## src/rtl/cache_fill_unit.sv

```systemverilog
// Line-fill engine between the L1 I/D caches and the memory bus: one outstanding
// read at a time, multi-beat response assembled into a full line, data side first.
module cache_fill_unit #(
  parameter int                       BUS_DATA_WIDTH = 64,
  parameter int                       BUS_TAG_WIDTH  = 13,
  parameter int                       ADDRESS_SIZE   = 64,
  parameter int                       LINE_BYTES     = 64,
  parameter logic [BUS_TAG_WIDTH-1:0] READ_TAG       = 13'h0001
) (
  input  logic                      clk,
  input  logic                      reset,
  input  logic                      d_fill_req,
  input  logic [ADDRESS_SIZE-1:0]   d_fill_addr,
  input  logic                      i_fill_req,
  input  logic [ADDRESS_SIZE-1:0]   i_fill_addr,
  output logic                      fill_busy,
  output logic                      d_fill_valid,
  output logic                      i_fill_valid,
  output logic [LINE_BYTES*8-1:0]   fill_line,
  output logic [ADDRESS_SIZE-1:0]   fill_addr,
  output logic                      bus_reqcyc,
  input  logic                      bus_reqack,
  output logic [BUS_DATA_WIDTH-1:0] bus_req,
  output logic [BUS_TAG_WIDTH-1:0]  bus_reqtag,
  input  logic                      bus_respcyc,
  output logic                      bus_respack,
  input  logic [BUS_DATA_WIDTH-1:0] bus_resp,
  input  logic [BUS_TAG_WIDTH-1:0]  bus_resptag
);

  localparam int BEATS = (LINE_BYTES * 8) / BUS_DATA_WIDTH;
  localparam int CNT_W = $clog2(BEATS);
  localparam int OFF_W = $clog2(LINE_BYTES);

  typedef enum logic [1:0] {
    IDLE = 2'd0,
    REQ  = 2'd1,
    RESP = 2'd2,
    DONE = 2'd3
  } state_t;

  state_t                                 state_r;
  state_t                                 next_state_s;
  logic [CNT_W-1:0]                       beat_cnt_r;
  logic [BEATS-1:0][BUS_DATA_WIDTH-1:0]   line_buf_r;
  logic [BEATS-1:0][BUS_DATA_WIDTH-1:0]   line_next_s;
  logic [ADDRESS_SIZE-1:0]                addr_r;
  logic                                   owner_d_r;
  logic                                   fill_busy_r;
  logic                                   d_valid_r;
  logic                                   i_valid_r;
  logic [LINE_BYTES*8-1:0]                fill_line_r;
  logic [ADDRESS_SIZE-1:0]                fill_addr_r;
  logic                                   reqcyc_r;
  logic [BUS_DATA_WIDTH-1:0]              bus_req_r;
  logic [BUS_TAG_WIDTH-1:0]               reqtag_r;
  logic                                   capture_s;
  logic                                   cap_d_s;
  logic [ADDRESS_SIZE-1:0]                cap_addr_s;
  logic                                   beat_s;
  logic                                   last_beat_s;
  logic                                   unused_s;

  // Response tag and in-line offset bits carry no information for the fill.
  assign unused_s = ^{bus_resptag, d_fill_addr[OFF_W-1:0], i_fill_addr[OFF_W-1:0]};

  // Every beat is accepted: in RESP it is stored, in any other state it is dropped.
  assign bus_respack  = bus_respcyc;
  assign fill_busy    = fill_busy_r;
  assign d_fill_valid = d_valid_r;
  assign i_fill_valid = i_valid_r;
  assign fill_line    = fill_line_r;
  assign fill_addr    = fill_addr_r;
  assign bus_reqcyc   = reqcyc_r;
  assign bus_req      = bus_req_r;
  assign bus_reqtag   = reqtag_r;

  // Next-state decode, request arbitration and beat strobes.
  always_comb begin
    next_state_s = state_r;
    capture_s    = 1'b0;
    cap_d_s      = 1'b0;
    cap_addr_s   = {ADDRESS_SIZE{1'b0}};
    beat_s       = 1'b0;
    last_beat_s  = 1'b0;
    case (state_r)
      IDLE: begin
        if (d_fill_req) begin
          capture_s    = 1'b1;
          cap_d_s      = 1'b1;
          cap_addr_s   = {d_fill_addr[ADDRESS_SIZE-1:OFF_W], {OFF_W{1'b0}}};
          next_state_s = REQ;
        end else if (i_fill_req) begin
          capture_s    = 1'b1;
          cap_d_s      = 1'b0;
          cap_addr_s   = {i_fill_addr[ADDRESS_SIZE-1:OFF_W], {OFF_W{1'b0}}};
          next_state_s = REQ;
        end else begin
          next_state_s = IDLE;
        end
      end
      REQ: begin
        if (bus_reqack) begin
          next_state_s = RESP;
        end else begin
          next_state_s = REQ;
        end
      end
      RESP: begin
        beat_s = bus_respcyc;
        if (bus_respcyc && (beat_cnt_r == CNT_W'(BEATS - 1))) begin
          last_beat_s  = 1'b1;
          next_state_s = DONE;
        end else begin
          next_state_s = RESP;
        end
      end
      DONE: begin
        next_state_s = IDLE;
      end
      default: begin
        next_state_s = IDLE;
      end
    endcase
  end

  // Line buffer with the current beat merged into its slot.
  always_comb begin
    line_next_s             = line_buf_r;
    line_next_s[beat_cnt_r] = bus_resp;
  end

  // State, bus request channel, beat collection and the delivered line.
  always_ff @(posedge clk) begin
    if (reset) begin
      state_r     <= IDLE;
      beat_cnt_r  <= {CNT_W{1'b0}};
      line_buf_r  <= {(BEATS*BUS_DATA_WIDTH){1'b0}};
      addr_r      <= {ADDRESS_SIZE{1'b0}};
      owner_d_r   <= 1'b0;
      fill_busy_r <= 1'b0;
      d_valid_r   <= 1'b0;
      i_valid_r   <= 1'b0;
      fill_line_r <= {(LINE_BYTES*8){1'b0}};
      fill_addr_r <= {ADDRESS_SIZE{1'b0}};
      reqcyc_r    <= 1'b0;
      bus_req_r   <= {BUS_DATA_WIDTH{1'b0}};
      reqtag_r    <= {BUS_TAG_WIDTH{1'b0}};
    end else begin
      state_r     <= next_state_s;
      fill_busy_r <= (next_state_s != IDLE);
      d_valid_r   <= last_beat_s & owner_d_r;
      i_valid_r   <= last_beat_s & ~owner_d_r;
      if (capture_s) begin
        addr_r    <= cap_addr_s;
        owner_d_r <= cap_d_s;
        reqcyc_r  <= 1'b1;
        bus_req_r <= BUS_DATA_WIDTH'(cap_addr_s);
        reqtag_r  <= READ_TAG;
      end else if ((state_r == REQ) && bus_reqack) begin
        reqcyc_r <= 1'b0;
        reqtag_r <= {BUS_TAG_WIDTH{1'b0}};
      end
      if (beat_s) begin
        line_buf_r <= line_next_s;
        beat_cnt_r <= last_beat_s ? {CNT_W{1'b0}} : (beat_cnt_r + CNT_W'(1));
      end
      // The visible line only changes when a complete line has arrived.
      if (last_beat_s) begin
        fill_line_r <= line_next_s;
        fill_addr_r <= addr_r;
      end
    end
  end

endmodule
```

## config.mk

```make
export PLATFORM = sky130hd
export DESIGN_NAME = cache_fill_unit
export DESIGN_NICKNAME = d
export VERILOG_FILES = /design/src/rtl/cache_fill_unit.sv
export SDC_FILE = /design/constraint.sdc
export NUM_CORES = 2
export LEC_CHECK = 0
export BUFFER_PORTS_ARGS = -buffer_cell sky130_fd_sc_hd__buf_2
export CAP_MARGIN = 10
export CORE_AREA = 5 5 331 333
export DETAILED_ROUTE_END_ITERATION = 12
export DIE_AREA = 0 0 336 338
export PLACE_DENSITY_LB_ADDON = 0.25
export SYNTH_ARGS = -nofsm -noshare
export SYNTH_HDL_FRONTEND = slang
export SYNTH_SLANG_ARGS = --single-unit
```

## constraint.sdc

```tcl
create_clock -name clk -period 2.3 [get_ports clk]
set_clock_uncertainty 0.1 [all_clocks]
set_input_delay 0.46 -clock clk [delete_from_list [all_inputs] [get_ports clk]]
set_output_delay 0.46 -clock clk [all_outputs]
set_load 0.05 [all_outputs]
```

==> impl_metrics.tcl <==
set metrics [dict create \
    grt_usage_pct 28.47 \
    worstPathArrival_ns 2.80 \
    powerDensity_nw_per_um2 747.0 \
    finalNonFillerCells 7072 \
    first_global_vias 39410 \
    crit_slowest_cell "dlygate4sd3_1" \
    synth_edf_count 0 \
    maxCapViolations 0 \
    die_w_um 336 \
    drive_above_1_share_pct 23.12 \
    finalNetCount 5762 \
    die_h_um 338 \
    clk_pin_slew_ns 0.06 \
    io_buffers 819 \
    clk_latency_ns 0.71 \
    rsz0062_at_grt "false" \
    crit_family "buffers and inverters" \
    worst_slew_pin_slew_ns 0.6767 \
    path_max_fanout 34 \
    synth_ff_type "dfxtp_1" \
    viasPerCell 5.768 \
    cts_buffers 116 \
    drt_wl_total_mm 170.9 \
    dp_hpwl_mm 114.3 \
    grt_pass1_wl_mm 249.8 \
    final_cell_mix "dfxtp_1 (1149), buf_2 (818), nand2b_1 (578), nor3_1 (513)" \
    synth_area_leaders "dfxtp_1 (49%), mux2i_1 (11%), a221oi_1 (9.6%), nand2b_1 (7.7%), nor3_1 (5.5%)" \
    grt.overflow.total 0 \
    drt_first_pass_iters 6 \
    dieArea_sq_um 113600 \
    fmax_mhz 444.8 \
    slowest_delay_ns 0.60 \
    ir_worst_vdd_mv 0.6953 \
    cts_root_buffer "clkbuf_16" \
    syn2layout_area_growth_pct 22.71 \
    yosys.area.top_type_share_pct 49.33 \
    crit_type "in -> reg" \
    rows 120 \
    period_needed_ns 2.248 \
    fin_crit_sh_pct 97.76 \
    drc 0 \
    status "completed" \
    worst_setup_path_start_kind "primary input" \
    final_area_sq_um 57270 \
    gp_congestion 0.8841 \
    cts_sinks 1150 \
    coreArea_sq_um 106300 \
    hold_ws_ns 0.04937 \
    initial_utilization_pct 43.90 \
    drv_slew 0 \
    slew-limit-headroom_pct 54.88 \
    synth-seq-cells 1150 \
    dp.cells 6792 \
    ys_warn_count 0 \
    critPathBufInv 4 \
    p_leak_nw 26.20 \
    endpoint_kind "flop" \
    setup_viol 0 \
    async_reset_ff_share_pct 0 \
    hold_viol_final 0 \
    mostFrequentLayoutCell "dfxtp_1" \
    cts.htree.levels 3 \
    cts_buffer_depth 3 \
    grt_max_degree 93 \
    wl_per_cell_um 24.17 \
    postPlaceCellArea_sq_um 52750 \
    syn_inst 4879 \
    cts_tree "done" \
    ys_types 38 \
    hold_class "in -> reg" \
    antenna_found_initial 26 \
    vias 40790 \
    path_common_cell "dlygate4sd3_1" \
    synth_area_per_cell_sq_um 9.565 \
    pin_count 869 \
    syn_area_sq_um 46670 \
    synth-seq-area-share_pct 49.33 \
    first_iter_violations 3422 \
    crit_chain "dlygate4sd3_1, buf_2, or2_2, and2_2, buf_6, a311oi_1, dlygate4sd3_1" \
    worstPathRequired_ns 2.86 \
    yosysTopAreaCell "dfxtp_1" \
    ant_nets 0 \
]
==> final cells by class <==
cell class | count | area, sq um
Clock inverter | 58 | 704.4
Timing Repair Buffer | 1099 | 7326
Fill cell | 9679 | 49030
Antenna cell | 19 | 47.55
Tap cell | 1403 | 1755
Sequential cell | 1150 | 23030
Clock buffer | 161 | 3322
Multi-Input combinational cell | 3182 | 21090
==> worst paths after layout <==
path                   startpoint        endpoint  slack, ns  cells past startpoint
hold reg to reg     fill_addr[20]   fill_addr[20]       0.35                      2
hold / removal    i_fill_addr[39]     bus_req[39]       0.05                      3
setup reg to reg    beat_cnt_r[0]  fill_line[453]       0.14                      8
setup / recovery       i_fill_req     bus_req[31]       0.05                      7
==> flip-flops by register name, summed over array words and instances, names as in the netlist <==
signal	count
owner_d_r	1
state_r	2
bus_reqtag	1
fill_busy	1
bus_req	58
line_buf_r	512
beat_cnt_r	3
fill_line	512
d_fill_valid	1
fill_addr	58
i_fill_valid	1
==> where the power goes <==
group	leakage (nW)	switching [W]	total (W)	internal, W
logic	14.9	0.00180	0.00263	0.000824
clock network	1.99	0.00835	0.0199	0.0116
registers	9.27	0.000155	0.0202	0.0201
==> through the flow <==
stage / total power [W] / utilization (%) / worst slack, ns / TNS [ns]
4_1_cts: 0.04306 / 53.81 / 0.08041 / 0
2_1_floorplan: 0.02237 / - / 0.5114 / 0
3_3_place_gp: 0.02318 / 49.63 / -0.1845 / -7.776
5_1_grt: 0.04406 / 53.86 / 0.01954 / 0
6_report: 0.04278 / 53.87 / 0.05155 / 0
3_5_place_dp: 0.02319 / 49.63 / -0.1599 / -2.900
==> worst reg2reg max path: stages (launching register included) <==
cell and delay [ns]:
dfxtp_1 0.33, ha_1 0.15, ha_1 0.17, nand4b_1 0.10
buf_4 0.18, buf_4 0.22, buf_4 0.21, a221oi_1 0.50
nor3_1 0.10
==> routing by layer <==
layer / GRT usage [%] / part of all wire, % / up-vias
met1: 36.32 / 41 / 19900
li1: - / - / 18660
met2: 45.76 / 46 / 1842
met4: 12.91 / 4.6 / 16
met3: 7.140 / 8.9 / 382
met5: 0 / 0.057 / -
==> logic make-up after synthesis <==
group	Yosys count	synth area share (%)
other	1	0.008035
muxes	512	10.98
and+or+nand+nor	1892	20.63
AOI/OAI and AO/OA	752	13.03
buffers and inverters	570	5.963
adders and majority gates	2	0.05361
DFF	1150	49.33
==> Yosys cell counts, drive strengths merged, types with 3 or more instances <==
master	n
clkbuf	263
and2	68
nand2	128
a22oi	57
nor2	514
nand3b	7
nor3	513
a21oi	122
buf	307
nand2b	578
nor2b	66
or3b	3
a221oi	512
nand3	5
mux2i	512
dfxtp	1150
a211oi	57
==> timing repair <==
item	4_1_cts	5_1_grt
setup buffers	1	0
hold buffers	41	0
endpoints found under the hold margin	32	0
gates resized for setup	1	4
setup endpoints to repair	32	5
gates cloned	0	0
No activity file was read; power rests on OpenSTA's default activity.
